**src/rtl/program_mem_loadable.sv**
```systemverilog
// program_mem_loadable: loadable instruction memory, 1-cycle fetch, bounds/alignment checks, streaming load port.
// Optional stored even parity per word under `define PROG_MEM_PARITY_EN.
module program_mem_loadable #(
  parameter int          DEPTH    = 128,
  parameter int          ADDR_W   = 32,
  parameter logic [31:0] NOP_WORD = 32'h00000013,
  parameter int          CNT_W    = $clog2(DEPTH + 1)
) (
  input  logic              clk,
  input  logic              rst_n,
  input  logic              fetch_req,
  input  logic [ADDR_W-1:0] fetch_addr,
  output logic              fetch_valid,
  output logic [31:0]       fetch_data,
  output logic              fetch_err,
  input  logic              load_start,
  input  logic              load_valid,
  input  logic [31:0]       load_data,
  input  logic              load_last,
`ifdef PROG_MEM_PARITY_EN
  input  logic              parity_inject,
`endif
  output logic              load_ready,
  output logic              load_busy,
  output logic              load_done,
  output logic [CNT_W-1:0]  load_count
);
  localparam int PTR_W = $clog2(DEPTH);
`ifdef PROG_MEM_PARITY_EN
  localparam int MW = 33;
  localparam logic [MW-1:0] INIT_WORD = {^NOP_WORD, NOP_WORD};
`else
  localparam int MW = 32;
  localparam logic [MW-1:0] INIT_WORD = NOP_WORD;
`endif
  typedef enum logic {IDLE, LOAD} state_t;
  state_t            state, state_nx;
  logic [PTR_W-1:0]  ptr;
  logic [MW-1:0]     mem [DEPTH] = '{default: INIT_WORD};
  logic              wr, fin, oor, mis, perr;
  logic [ADDR_W-3:0] idx;
  logic [MW-1:0]     rd, wdata;
  always_comb begin
    wr       = state == LOAD && load_valid;
    fin      = wr && (load_last || ptr == PTR_W'(DEPTH - 1));
    state_nx = (state == IDLE) ? (load_start ? LOAD : IDLE) : (fin ? IDLE : LOAD);
  end
  assign load_ready = state == LOAD;
  assign load_busy  = state == LOAD;
  assign idx = fetch_addr[ADDR_W-1:2];
  assign oor = idx >= (ADDR_W-2)'(DEPTH);
  assign mis = |fetch_addr[1:0];
  assign rd  = mem[idx[PTR_W-1:0]];
`ifdef PROG_MEM_PARITY_EN
  // stored word plus parity bit must XOR to zero; inject flips the stored bit
  assign perr  = ^rd;
  assign wdata = {^load_data ^ parity_inject, load_data};
`else
  assign perr  = 1'b0;
  assign wdata = load_data;
`endif
  always_ff @(posedge clk or negedge rst_n)
    if (!rst_n) state <= IDLE;
    else        state <= state_nx;
  always_ff @(posedge clk or negedge rst_n) begin
    if (!rst_n) begin
      ptr         <= '0;
      load_count  <= '0;
      load_done   <= 1'b0;
      fetch_valid <= 1'b0;
      fetch_data  <= NOP_WORD;
      fetch_err   <= 1'b0;
    end else begin
      load_done   <= fin;
      fetch_valid <= state == IDLE && fetch_req;
      if (state == IDLE && load_start) begin
        ptr        <= '0;
        load_count <= '0;
      end else if (wr) begin
        ptr        <= ptr + PTR_W'(1);
        load_count <= load_count + CNT_W'(1);
      end
      if (state == IDLE && fetch_req) begin
        fetch_data <= oor ? NOP_WORD : rd[31:0];
        fetch_err  <= oor | mis | perr;
      end
    end
  end
  // array has no reset so it can map onto block RAM
  always_ff @(posedge clk)
    if (wr) mem[ptr] <= wdata;
endmodule
```
**config.mk**
```make
export PLATFORM = sky130hd
export DESIGN_NAME = program_mem_loadable
export DESIGN_NICKNAME = d
export VERILOG_FILES = /design/src/rtl/program_mem_loadable.sv
export SDC_FILE = /design/constraint.sdc
export NUM_CORES = 2
export LEC_CHECK = 0
export CAP_MARGIN = 20
export CORE_MARGIN = 8
export CORE_UTILIZATION = 30
export DETAILED_ROUTE_END_ITERATION = 7
export HOLD_SLACK_MARGIN = 0.1
export PLACE_DENSITY = 0.5
export SYNTH_ARGS = -nofsm -noshare
export SYNTH_HDL_FRONTEND = slang
export SYNTH_SLANG_ARGS = --single-unit
```
**constraint.sdc**
```tcl
create_clock -name clk -period 9.92 [get_ports clk]
set_input_delay 1.488 -clock clk [delete_from_list [all_inputs] [get_ports clk]]
set_output_delay 1.488 -clock clk [all_outputs]
set_load 0.005 [all_outputs]
```
==> run metrics <==
status=completed; Final setup viols=0; die area=around 550,000 um^2; syn nets=approximately 7,200; Max Slew Vio Count=0; buffers added on ports=114; setup ws final=about 4.7 ns; DP Worst Slack=3.60 ns; Post-Route WL=just under 500,000 um; vias in the first global route=79,700; core area=527,000 um^2; Final #Nets=7,624; Post-CTS Setup Inserts=0; hold crit path type=input pin to asynchronous set/reset pin; Mean Syn Cell Area=between 20 and 25 um^2; Finished Layout Cells=between 10,000 and 15,000; CTS Buf Count=420; H-tree depth=5; final setup TNS=0 ns; Clock Path Buffers=4; fraction of layout instances using a drive strength above 1=0.262; initial core utilization=0.301; most numerous cell in the Yosys netlist=edfxtp_1; max_cap viols=0; Tot GR Track Use=0.175; Hold Fails Final Rpt=0; Mapped Cells=7,124; CTS hold repair buffers=0; CP Capture Type=flop; PD cells=202 nW/um^2; largest area contributor in the netlist=edfxtp_1; Req. time, crit path=10.82 ns; placed insts=14,100; crit-path max FO=41; Setup CP Type=input pin to flop; Max Clock Skew=~0.12 ns; row count=267; # DRC=0; count of state elements after synthesis=approximately 4,100; post-synth top area share=0.776; antenna violations before repair=39; minimum clock period=5.24 ns; IO Count=115; crit path launch type=input pin; Pleak=56.1 nW; unrepaired setup endpoints after global routing=no; Vias=79,000; post-synth design cell area=159,000 um^2; sequential area share after synthesis=0.784; via-per-instance ratio=5.29; Layout area overhead=15.5%; DR WL/cell=around 33 um; initial drt markers=10,800; Yosys cell types=57; relative slew slack=0.186; Root Buffer=clkbuf_16; Post-synth EDFFs=4,096; Data arrival, critical path=6.14 ns; peak supply drop=0.000148 V; R2R setup slack=roughly 5 ns; R2R cell count=8; dpl cell area=170,000 um^2; worst r2r src=load_busy; RR Endpoint=fetch_data[29]; TritonCTS clock tree=done; RD Place Congestion=0.786; worst slew pin tran=approximately 1.2 ns; commonest cells in the synthesized netlist=edfxtp_1 (4,096), mux4_2 (907), mux2i_1 (317), nor2_1 (250), a22oi_1 (142); CTS sink cnt=4,147; period utilization=0.528; Die H=743 um; Die Wd=743 um; grt ovf=0; post-synthesis async set-or-reset flop share=0.0123; number of nets with antenna violations after routing=0; first-pass GRT wire length=678,000 um; top cells by area, synth=edfxtp_1 (78%), mux4_2 (13%), mux2i_1 (2.0%); Worst-path clk slew=around 0.06 ns; Max Clk Rate=between 150 and 200 MHz; largest net degree at the start of global routing=roughly 120; drt first pass iters=6; hpwl dp=between 200,000 and 300,000 um; post-CTS resize count=0; Clock Latency Late Sink=1.04 ns; post-route cell area=about 180,000 um^2; Synth Warn #=0; Synth Flop Type=edfxtp_1
==> per-layer routing <==
layer,part of all wire,up-vias,track usage
li1,-,31200,-
met4,0.025,6,0.0411
met1,0.42,43900,0.245
met3,0.077,602,0.0303
met2,0.48,3279,0.284
met5,0.000080,-,0
==> worst max-delay path by stage <==
stage | depth (start not counted) | slack, ns | endpoint | start
3_5_place_dp | 9 | 3.60 | fetch_data[29] | fetch_req
3_3_place_gp | 8 | 2.30 | fetch_data[7] | fetch_req
6_report | 11 | 4.68 | fetch_data[27] | fetch_addr[6]
4_1_cts | 8 | 4.65 | fetch_data[29] | load_busy
2_1_floorplan | 5 | 5.87 | mem[105][0] | load_valid
5_1_grt | 9 | 4.60 | fetch_data[29] | fetch_req
==> worst max-delay path, stage by stage <==
cell and delay, ns:
clkbuf_8 0.20, buf_4 0.40, inv_8 0.41, buf_4 0.66, nor2_1 0.28, buf_4 0.27
a22oi_1 0.35, nand4_1 0.53, nor3_1 1.03, buf_4 0.27, o31ai_1 0.08
==> layout make-up <==
cell class                      count  area, um^2
Tap cell                         6994        8750
Sequential cell                  4147      124000
Inverter                            5        26.3
Timing Repair Buffer              399        3480
Multi-Input combinational cell   2579       33100
Fill cell                       48600      344000
Antenna cell                       19        47.5
Clock buffer                      544       11200
Clock inverter                    237        2220
==> where the power goes <==
part,internal [mW],switching [mW]
clock,8.86,6.80
combinational,0.595,1.35
sequential,19.4,0.0383
total,28.8,8.19
==> through the flow <==
| stage | power [mW] | hold WS (ns) | utilization |
|---|---|---|---|
| after floorplan | 20.7 | 0.473 | - |
| after global placement | 21.7 | 0.467 | 0.321 |
| after detailed placement | 21.7 | 0.478 | 0.321 |
| after CTS | 37.3 | 0.235 | 0.347 |
| after global routing | 38.0 | 0.271 | 0.347 |
| final | 37.0 | 0.316 | 0.347 |
==> sequential cells by signal (all words and copies together), names as in the netlist <==
register / count
fetch_err: 1
load_busy: 1
load_done: 1
fetch_data: 32
load_count: 8
ptr: 7
mem: 4096
fetch_valid: 1
==> cells by family after synthesis <==
family,synth area share
buf+inv,0.0145
mux,0.155
compound gates,0.0289
fa+ha+maj,0.000158
flops,0.784
xor+xnor,0.000166
simple gates,0.0175
==> cell usage in the layout, fill, tap and decap left out, types with 34 or more instances in the layout <==
cell and count:
mux4_2 907, dfrtp_1 48, o22ai_1 103, buf_4 289, edfxtp_1 4096, clkdlybuf4s50_1 74
nand2_1 121, o21ai_0 67, bufinv_16 34, nor2_4 129, mux2_2 84, clkinv_2 69
mux2i_1 317, nor2_1 117, clkbuf_1 108, a22oi_1 142, a21oi_1 128, nand3_1 47
clkinv_1 107, clkbuf_16 427
(Power assumes the default switching activity.)
